<file path="src/rtl/time_set_ctrl.sv">
// Time-setting controller: sequences every write into the time-keeping core,
// running the button-driven manual edit session and arbitrating UART time loads.
module time_set_ctrl #(
  parameter int unsigned TIMEOUT_CYCLES = 1_000_000_000
) (
  input  logic       clk,
  input  logic       rst,
  input  logic       btn_mode,
  input  logic       btn_up,
  input  logic       btn_down,
  input  logic [3:0] actual_month,
  input  logic [4:0] actual_day,
  input  logic [4:0] actual_hour,
  input  logic [5:0] actual_min,
  input  logic       uart_valid,
  output logic       uart_ready,
  input  logic [3:0] uart_month,
  input  logic [4:0] uart_day,
  input  logic [4:0] uart_hour,
  input  logic [5:0] uart_min,
  input  logic [5:0] uart_sec,
  output logic       uart_err,
  output logic       load_settings,
  output logic [3:0] load_month,
  output logic [4:0] load_day,
  output logic [4:0] load_hour,
  output logic [5:0] load_min,
  output logic [5:0] load_sec,
  output logic [2:0] edit_field,
  output logic       busy
);

  localparam int unsigned CNT_W = $clog2(TIMEOUT_CYCLES);
  localparam logic [CNT_W-1:0] CNT_LAST = CNT_W'(TIMEOUT_CYCLES - 1);
  localparam logic [CNT_W-1:0] CNT_ONE  = CNT_W'(1);

  typedef enum logic [2:0] {
    S_IDLE,
    S_SET_MONTH,
    S_SET_DAY,
    S_SET_HOUR,
    S_SET_MIN,
    S_COMMIT,
    S_UART_CHK
  } state_e;

  // No leap years: February is always 28 days.
  function automatic logic [4:0] days_in_month(input logic [3:0] month);
    case (month)
      4'd2:                    days_in_month = 5'd28;
      4'd4, 4'd6, 4'd9, 4'd11: days_in_month = 5'd30;
      default:                 days_in_month = 5'd31;
    endcase
  endfunction

  state_e           state_q, state_d;
  logic             mode_q, up_q, down_q;
  logic [CNT_W-1:0] cnt_q, cnt_d;
  logic [3:0]       edit_month_q, edit_month_d;
  logic [4:0]       edit_day_q, edit_day_d;
  logic [4:0]       edit_hour_q, edit_hour_d;
  logic [5:0]       edit_min_q, edit_min_d;
  logic             load_settings_q, load_settings_d;
  logic             uart_err_q, uart_err_d;
  logic [3:0]       load_month_q, load_month_d;
  logic [4:0]       load_day_q, load_day_d;
  logic [4:0]       load_hour_q, load_hour_d;
  logic [5:0]       load_min_q, load_min_d;
  logic [5:0]       load_sec_q, load_sec_d;

  logic mode_edge, up_edge, down_edge, any_edge, step_up, step_dn;
  logic uart_ok;
  logic [4:0] edit_dim;

  assign mode_edge = btn_mode & ~mode_q;
  assign up_edge   = btn_up & ~up_q;
  assign down_edge = btn_down & ~down_q;
  assign any_edge  = mode_edge | up_edge | down_edge;
  // Mode outranks up/down, and opposing up/down edges cancel.
  assign step_up   = up_edge & ~down_edge & ~mode_edge;
  assign step_dn   = down_edge & ~up_edge & ~mode_edge;
  assign edit_dim  = days_in_month(edit_month_q);

  assign uart_ok = (uart_month >= 4'd1) && (uart_month <= 4'd12) &&
                   (uart_day >= 5'd1) && (uart_day <= days_in_month(uart_month)) &&
                   (uart_hour <= 5'd23) && (uart_min <= 6'd59) && (uart_sec <= 6'd59);

  always_comb begin
    // NOTE: every signal gets a default before the case so no path can infer a latch.
    state_d         = state_q;
    cnt_d           = '0;
    edit_month_d    = edit_month_q;
    edit_day_d      = edit_day_q;
    edit_hour_d     = edit_hour_q;
    edit_min_d      = edit_min_q;
    load_settings_d = 1'b0;
    uart_err_d      = 1'b0;
    load_month_d    = load_month_q;
    load_day_d      = load_day_q;
    load_hour_d     = load_hour_q;
    load_min_d      = load_min_q;
    load_sec_d      = load_sec_q;

    // Shared inactivity handling for all edit states; mode edges below override state_d.
    if (state_q inside {S_SET_MONTH, S_SET_DAY, S_SET_HOUR, S_SET_MIN}) begin
      if (any_edge) begin
        cnt_d = '0;
      end else if (cnt_q == CNT_LAST) begin
        state_d = S_IDLE;
      end else begin
        cnt_d = cnt_q + CNT_ONE;
      end
    end

    case (state_q)
      S_IDLE: begin
        if (uart_valid) begin
          // The record is range-checked as it is accepted so the strobe lands in UART_CHK.
          state_d = S_UART_CHK;
          if (uart_ok) begin
            load_settings_d = 1'b1;
            load_month_d    = uart_month;
            load_day_d      = uart_day;
            load_hour_d     = uart_hour;
            load_min_d      = uart_min;
            load_sec_d      = uart_sec;
          end else begin
            uart_err_d = 1'b1;
          end
        end else if (mode_edge) begin
          state_d      = S_SET_MONTH;
          edit_month_d = actual_month;
          edit_day_d   = actual_day;
          edit_hour_d  = actual_hour;
          edit_min_d   = actual_min;
        end
      end

      S_SET_MONTH: begin
        if (mode_edge) begin
          state_d = S_SET_DAY;
          if (edit_day_q > edit_dim) edit_day_d = edit_dim;
        end else if (step_up) begin
          edit_month_d = (edit_month_q >= 4'd12) ? 4'd1 : edit_month_q + 4'd1;
        end else if (step_dn) begin
          edit_month_d = (edit_month_q <= 4'd1) ? 4'd12 : edit_month_q - 4'd1;
        end
      end

      S_SET_DAY: begin
        if (mode_edge) begin
          state_d = S_SET_HOUR;
        end else if (step_up) begin
          edit_day_d = (edit_day_q >= edit_dim) ? 5'd1 : edit_day_q + 5'd1;
        end else if (step_dn) begin
          edit_day_d = (edit_day_q <= 5'd1) ? edit_dim : edit_day_q - 5'd1;
        end
      end

      S_SET_HOUR: begin
        if (mode_edge) begin
          state_d = S_SET_MIN;
        end else if (step_up) begin
          edit_hour_d = (edit_hour_q >= 5'd23) ? 5'd0 : edit_hour_q + 5'd1;
        end else if (step_dn) begin
          edit_hour_d = (edit_hour_q == 5'd0) ? 5'd23 : edit_hour_q - 5'd1;
        end
      end

      S_SET_MIN: begin
        if (mode_edge) begin
          state_d         = S_COMMIT;
          load_settings_d = 1'b1;
          load_month_d    = edit_month_q;
          load_day_d      = edit_day_q;
          load_hour_d     = edit_hour_q;
          load_min_d      = edit_min_q;
          load_sec_d      = 6'd0;
        end else if (step_up) begin
          edit_min_d = (edit_min_q >= 6'd59) ? 6'd0 : edit_min_q + 6'd1;
        end else if (step_dn) begin
          edit_min_d = (edit_min_q == 6'd0) ? 6'd59 : edit_min_q - 6'd1;
        end
      end

      S_COMMIT, S_UART_CHK: state_d = S_IDLE;

      default: state_d = S_IDLE;
    endcase
  end

  // NOTE: sequential state uses non-blocking assignments so every flop samples pre-edge values.
  always_ff @(posedge clk or negedge rst) begin
    if (!rst) begin
      state_q         <= S_IDLE;
      mode_q          <= 1'b0;
      up_q            <= 1'b0;
      down_q          <= 1'b0;
      cnt_q           <= '0;
      edit_month_q    <= 4'd1;
      edit_day_q      <= 5'd1;
      edit_hour_q     <= 5'd0;
      edit_min_q      <= 6'd0;
      load_settings_q <= 1'b0;
      uart_err_q      <= 1'b0;
      load_month_q    <= 4'd1;
      load_day_q      <= 5'd1;
      load_hour_q     <= 5'd0;
      load_min_q      <= 6'd0;
      load_sec_q      <= 6'd0;
    end else begin
      state_q         <= state_d;
      mode_q          <= btn_mode;
      up_q            <= btn_up;
      down_q          <= btn_down;
      cnt_q           <= cnt_d;
      edit_month_q    <= edit_month_d;
      edit_day_q      <= edit_day_d;
      edit_hour_q     <= edit_hour_d;
      edit_min_q      <= edit_min_d;
      load_settings_q <= load_settings_d;
      uart_err_q      <= uart_err_d;
      load_month_q    <= load_month_d;
      load_day_q      <= load_day_d;
      load_hour_q     <= load_hour_d;
      load_min_q      <= load_min_d;
      load_sec_q      <= load_sec_d;
    end
  end

  always_comb begin
    edit_field = 3'd0;
    case (state_q)
      S_SET_MONTH: edit_field = 3'd1;
      S_SET_DAY:   edit_field = 3'd2;
      S_SET_HOUR:  edit_field = 3'd3;
      S_SET_MIN:   edit_field = 3'd4;
      default:     edit_field = 3'd0;
    endcase
  end

  assign uart_ready    = (state_q == S_IDLE);
  assign busy          = (state_q != S_IDLE);
  assign uart_err      = uart_err_q;
  assign load_settings = load_settings_q;
  assign load_month    = load_month_q;
  assign load_day      = load_day_q;
  assign load_hour     = load_hour_q;
  assign load_min      = load_min_q;
  assign load_sec      = load_sec_q;

endmodule

</file>
<file path="config.mk">
export PLATFORM = sky130hd
export DESIGN_NAME = time_set_ctrl
export DESIGN_NICKNAME = d
export VERILOG_FILES = /design/src/rtl/time_set_ctrl.sv
export SDC_FILE = /design/constraint.sdc
export NUM_CORES = 1
export LEC_CHECK = 0
export CAP_MARGIN = 10
export CORE_ASPECT_RATIO = 0.8
export CORE_UTILIZATION = 52
export CTS_CLUSTER_DIAMETER = 100
export CTS_CLUSTER_SIZE = 8
export DETAILED_ROUTE_END_ITERATION = 8
export PLACE_DENSITY = 0.78
export SLEW_MARGIN = 20
export SYNTH_ARGS = -nofsm -noshare
export SYNTH_HDL_FRONTEND = slang
export SYNTH_SLANG_ARGS = --single-unit
</file>
<file path="constraint.sdc">
create_clock -name clk -period 3.26 [get_ports clk]
set_input_delay 0.326 -clock clk [delete_from_list [all_inputs] [get_ports clk]]
set_output_delay 0.326 -clock clk [all_outputs]
set_load 0.005 [all_outputs]
</file>
==> results of run 1 <==
where the power goes:
group	switching, mW	internal, mW
logic	1.09	1.06
registers	0.458	1.36
clock network	0.441	0.620
through the flow:
step	util (%)	power (mW)	hold slack, ns
after global placement	62.9	3.85	0.449
final	66.2	5.02	0.0329
after detailed placement	62.9	3.94	0.462
after global routing	66.2	5.36	0.0881
after CTS	66.1	5.01	0.221
after floorplan	-	3.10	0.0304
worst max path at each step:
stage	end	slack, ns	cells past startpoint
final	edit_day_q[1]	0.47	11
after global placement	load_sec[2]	0.29	9
after CTS	edit_day_q[1]	0.51	11
after detailed placement	load_sec[2]	0.21	9
after floorplan	edit_day_q[1]	0.98	12
after global routing	edit_day_q[1]	0.31	11
metal layers:
metal	part of all wire (%)	GRT usage (%)
met1	46	36.3
met2	47	42.7
met3	5.5	4.81
met4	1.7	10.7
met5	0	0
kinds of logic after synthesis:
logic type	share of synthesized area [%]
simple gates	23.6
xor+xnor	5.92
mux	3.12
fa+ha+maj	4.35
flops	40.7
buf+inv	4.83
compound gates	17.6
sequential cells by signal, indices dropped and copies added, names as in the netlist, 3 cells and up:
| signal | count |
|---|---|
| load_sec | 6 |
| load_min | 6 |
| edit_min_q | 6 |
| load_month | 4 |
| cnt_q | 30 |
| edit_hour_q | 5 |
| edit_month_q | 4 |
| load_day | 5 |
| load_hour | 5 |
| state_q | 3 |
| edit_day_q | 5 |
cell type report:
cell class                 count  area (um^2)  area share (%)
sequential                    84         2110            33.0
timing repair buffer          90          900            14.1
clock buffer                  10          239            3.74
clock inverter                 6         71.3            1.12
inverter                      17         63.8           0.999
multi-input combinational    463         2830            44.4
tap                          136          170            2.67
cell usage in the layout (no fill, tap or decap), drive strengths merged, types with 3 or more instances in the layout:
master,n
a31oi,8
o211ai,8
nor2,84
inv,18
clkdlybuf4s50,83
nor4,7
nand2b,7
nand3,22
nand4b,3
nor2b,7
a21o,6
nor4b,4
xnor2,13
a211oi,6
dfstp,4
clkbuf,10
or3,5
o21ai,41
nand4,11
xor2,22
dfrtp,80
o22ai,4
and4,4
mux2i,15
nand2,63
a22oi,3
and2,7
nor3,16
a22o,7
buf,7
ha,18
and3,7
a21oi,38
==> results.ini, run 1 <==
[outcome]
status = completed

[logic_synthesis]
synth_commonest_cells = nor2_1 (84), dfrtp_1 (80), nand2_1 (63), a21oi_1 (38), o21ai_1 (34)
synth_area_um2 = 5180
synth_warnings = 0
synth.largest_area_cell = dfrtp_1
synth_cell_types = 62
ys_top_cells_by_area = dfrtp_1 (39%), nor2_1 (6.1%), nand2_1 (4.6%)
synth_edf_count = 0
async_flop_share_pct = 100
syn_inst = 599
synth_top_area_share_pct = 38.6
synth_nets = 669
yosys_most_used_dff = dfrtp_1
ys_ff_latch = 84
ys_seq_area_share_pct = 40.7
synth.most_common_cell = nor2_1
syn_area_per_cell_um2 = 8.65

[die]
die_w_um = 114
num_rows = 32
die_h_um = 91.3
start_util_pct = 53.7
coreArea_um2 = 9650
die-area_um2 = 10400
num_io_pins = 85

[drt]
firstDrtPassIters = 4
vias = 4671
drtIter0Drc = 310
wire_per_inst_um = 16.3
remaining_drc_errors = 0
routed_wl_um = 13100
vias_per_cell = 5.80
ant_nets = 0

[cts]
clkLatencyLatePin_ns = 0.35
ctsResizeCount = 0
cts.clk_slew.worst_paths_ns = 0.07
h-tree-depth = 3
cts_tree = done
root_buffer = clkbuf_16
clkSinkCount = 84
cts_setup_buffers = 0
ctsHoldBuffers = 0
numCtsBuffers = 9
clk_path_buf_depth = 2

[timing]
maxSlewHeadroom_pct = 35.6
final.min_clock_period_ns = 2.79
max_freq_mhz = 358
rsz0062_at_grt = false
hold_viol_final = 0
setup_viol = 0
timing.setup.tns_ns = 0
setup_slack_ns = 0.466
period_share_pct = 85.7
tightest_slew_ns = 0.964
slew_viol_final = 0
skew_ns = 0.00553

[global_routing]
grt-ovfl-total = 0
grt_pass1_vias = 4519
antenna_found_initial = 0
grt_start_max_net_pins = 85
track_usage_pct = 26.9
grt_pass1_wl_um = 22000

[worst_setup_path]
r2r-end = edit_day_q[1]
r2r_slack_ns = 0.47
r2r_cells = 11
critPathCaptureType = flip-flop
startpoint = edit_month_q[0]
critPathSlowestCell = dfstp_2
critPathKind = flip-flop to flip-flop
timing.rr.start = edit_month_q[0]
arrival_ns = 3.04
cp_top_family = compound AO/OA/AOI/OAI gates
path_buf_inv = 1
cp_max_fo = 10
cp-start-kind = flip-flop
cp.required_ns = 3.51
worst_path_largest_cell_delay_ns = 0.62
cp_cell_sequence = inv_1 > ha_1 > a21oi_1 > nor2_1 > a21oi_1 > ha_1 > a21o_1 > o21ai_1 > o211a_1 > nor2_1 > a31oi_1

[finish]
final_layout_size_suffix_gt1_share_pct = 5.67
fillCellCount = 784
nNetsFinal = 735
stdcell_count = 806
area_growth_pct = 23.3
n_antenna_cell = 0
final_area_um2 = 6380

[placement]
dp_cells = 790
routabilityCongestion = 0.859
place_hpwl_um = 9420
portBuffers = 84
placed_area_um2 = 6070
preCtsSetupSlack_ns = 0.207

[hold_path]
hold_path.class = input port to asynchronous set/reset pin

[job]
drv_cap = 0

[power_and_ir_drop]
ir_drop_mv = 0.402
p_leak_nw = 2.73
power_density_nw_per_um2 = 787

Note: power is estimated with default switching activity, not from simulation.
==> inputs of run 2 (changes only) <==
- ABC_AREA: default -> 1
- CORE_MARGIN: default -> 10
==> results.ini, run 2 <==
[drt]
ant_nets = 0  ; unchanged
routed_wl_um = 16100  ; was 13100 um
firstDrtPassIters = 7  ; was 4
remaining_drc_errors = 0  ; unchanged
wire_per_inst_um = 14.6  ; was 16.3 um
vias = 5844  ; was 4671
vias_per_cell = 5.30  ; was 5.80
drtIter0Drc = 457  ; was 310

[power_and_ir_drop]
power.total_mw = 5.45  ; was 5.02 mW
p_seq_share_pct = 30.6  ; was 36.2%
p_int_mw = 3.09  ; was 3.04 mW
p_leak_nw = 3.37  ; was 2.73 nW
power_density_nw_per_um2 = 769  ; was 787 nW/um^2
p_sw_mw = 2.36  ; was 1.99 mW
clkPwrFrac_pct = 18.6  ; was 21.1%
p_sw_share_pct = 43.3  ; was 39.5%
ir_drop_mv = 0.504  ; was 0.402 mV
comb_power_share_pct = 50.8  ; was 42.6%

[finish]
top_register = cnt_q  ; unchanged
seq_area_um2 = 2110  ; unchanged
multi_input_comb_area_um2 = 3280  ; was 2830 um^2
n_antenna_cell = 0  ; unchanged
postLayoutCoreUtil_pct = 64.9  ; was 66.2%
area_growth_pct = 21.4  ; was 23.3%
final_common_cell = nand2_1  ; was nor2_1
largest_register_ffs = 30  ; unchanged
final_layout_size_suffix_gt1_share_pct = 6.37  ; was 5.67%
final_cell_mix = nand2_1 (269), nor2_1 (135), nand3_1 (91)  ; was nor2_1 (84), clkdlybuf4s50_1 (83), dfrtp_1 (80)
nNetsFinal = 1023  ; was 735
fillCellCount = 954  ; was 784

[logic_synthesis]
synth_nets = 941  ; was 669
synth_cell_types = 40  ; was 62
ys_seq_area_share_pct = 36.1  ; was 40.7%
syn_inst = 871  ; was 599
yosys_most_used_dff = dfrtp_1  ; unchanged
ys_top_cells_by_area = dfrtp_1 (34%), nand2_1 (17%), nor2_1 (8.7%)  ; was dfrtp_1 (39%), nor2_1 (6.1%), nand2_1 (4.6%)
ys_ff_latch = 84  ; unchanged
syn_area_per_cell_um2 = 6.70  ; was 8.65 um^2
synth_area_um2 = 5840  ; was 5180 um^2
synth_commonest_cells = nand2_1 (269), nor2_1 (135), nand3_1 (91), dfrtp_1 (80), inv_1 (77)  ; was nor2_1 (84), dfrtp_1 (80), nand2_1 (63), a21oi_1 (38), o21ai_1 (34)
async_flop_share_pct = 100  ; unchanged
synth_edf_count = 0  ; unchanged
synth.most_common_cell = nand2_1  ; was nor2_1
synth_top_area_share_pct = 34.3  ; was 38.6%
synth_warnings = 0  ; unchanged
synth.largest_area_cell = dfrtp_1  ; unchanged

[global_routing]
grt-ovfl-total = 0  ; unchanged
grt_pass1_vias = 5347  ; was 4519
track_usage_pct = 19.9  ; was 26.9%
grt_pass1_wl_um = 26600  ; was 22000 um
antenna_found_initial = 0  ; unchanged
grt_start_max_net_pins = 51  ; was 85

[die]
die_w_um = 138  ; was 114 um
die_h_um = 115  ; was 91.3 um
num_rows = 34  ; was 32
die-area_um2 = 15900  ; was 10400 um^2
start_util_pct = 53.4  ; was 53.7%
num_io_pins = 85  ; unchanged
coreArea_um2 = 10900  ; was 9650 um^2

[placement]
routabilityCongestion = 0.994  ; was 0.859
portBuffers = 84  ; unchanged
place_hpwl_um = 12600  ; was 9420 um

[timing]
max_freq_mhz = 407  ; was 358 MHz
hold_viol_final = 0  ; unchanged
setup_viol = 0  ; unchanged
maxSlewHeadroom_pct = 61.7  ; was 35.6%
skew_ns = 0.00523  ; was 0.00553 ns
rsz0062_at_grt = false  ; unchanged
slew_viol_final = 0  ; unchanged
tightest_slew_ns = 0.573  ; was 0.964 ns
period_share_pct = 75.4  ; was 85.7%
final.min_clock_period_ns = 2.46  ; was 2.79 ns
timing.setup.tns_ns = 0  ; unchanged

[cts]
clkSinkCount = 84  ; unchanged
cts.clk_slew.worst_paths_ns = 0.06  ; was 0.07 ns
cts_tree = done  ; unchanged
h-tree-depth = 3  ; unchanged
clkLatencyLatePin_ns = 0.34  ; was 0.35 ns
cts_setup_buffers = 0  ; unchanged
root_buffer = clkbuf_16  ; unchanged
numCtsBuffers = 9  ; unchanged
clk_path_buf_depth = 2  ; unchanged

[worst_setup_path]
cp.required_ns = 2.93  ; was 3.51 ns
critPathKind = flip-flop to output pin  ; was flip-flop to flip-flop
arrival_ns = 2.13  ; was 3.04 ns
cp_max_fo = 12  ; was 10
cp-start-kind = flip-flop  ; unchanged
critPathCaptureType = output pin  ; was flip-flop

[job]
drv_cap = 0  ; unchanged

[hold_path]
hold_path.class = flip-flop to flip-flop  ; was input port to asynchronous set/reset pin

[outcome]
status = completed  ; unchanged

## run 2: final timing paths
kind | startpoint | to | slack, ns | cells after the start
max | state_q[0] | edit_field[1] | 0.80 | 7
min | cnt_q[0] | cnt_q[0] | 0.48 | 1
max reg2reg | edit_month_q[0] | edit_day_q[1] | 0.86 | 14
min reg2reg | cnt_q[0] | cnt_q[0] | 0.48 | 1
max in group asynchronous | rst | load_month[0] | 1.97 | 3
min in group asynchronous | rst | edit_min_q[5] | 0.51 | 2
## run 2: worst max-delay path, cell delays in order (launching register included)
cell,delay (ns)
dfrtp_1,0.43
inv_1,0.13
nor2_4,0.17
inv_2,0.09
nor2_4,0.24
inv_2,0.09
nand2_1,0.13
clkdlybuf4s50_1,0.52
## run 2: per-layer routing
metal / GRT usage [%] / part of all wire (%) / vias to the layer above
li1: - / - / 2958
met4: 4.28 / 0.67 / 0
met2: 31.2 / 44 / 231
met1: 28.2 / 47 / 2644
met3: 3.58 / 7.8 / 11
met5: 0 / 0 / -
## run 2: area by class of cell
cell class	instances	share of cell area [%]
clock buffer	11	3.28
clock inverter	5	0.882
inverter	90	4.80
multi-input combinational	678	46.3
sequential	84	29.7
tap	144	2.54
timing repair buffer	90	12.5
## run 2: what timing repair did
item	in CTS	in global routing
hold buffers	1	0
resized for setup	0	0
endpoints found under the hold margin	37	0
endpoints found under the setup margin	0	0
## run 2: cells by family after synthesis
logic type                 synth area share (%)
and+or+nand+nor                            41.1
muxes                                     0.171
adders and majority gates                  3.86
AOI/OAI and AO/OA                          7.82
DFF                                        36.1
buffers and inverters                      7.71
xor gates and xnor gates                   3.30
## run 2: stage by stage
step,setup slack [ns],cell area [um^2],hold slack (ns),std cells
final,0.802,7090,0.476,1102
after global routing,0.589,7090,0.466,1102
after CTS,0.810,7090,0.469,1102
after detailed placement,0.606,6790,0.342,1085
after global placement,0.726,6790,0.340,1085
after floorplan,1.12,5840,0.0304,871
## run 2: power groups by stage
| stage | Clock, mW | Sequential (mW) | Combinational (mW) |
|---|---|---|---|
| after floorplan | 0 | 1.61 | 1.90 |
| after global placement | 0 | 1.68 | 2.72 |
| after detailed placement | 0 | 1.68 | 2.76 |
| after CTS | 1.04 | 1.67 | 2.77 |
| after global routing | 1.07 | 1.72 | 3.13 |
| final | 1.01 | 1.67 | 2.77 |
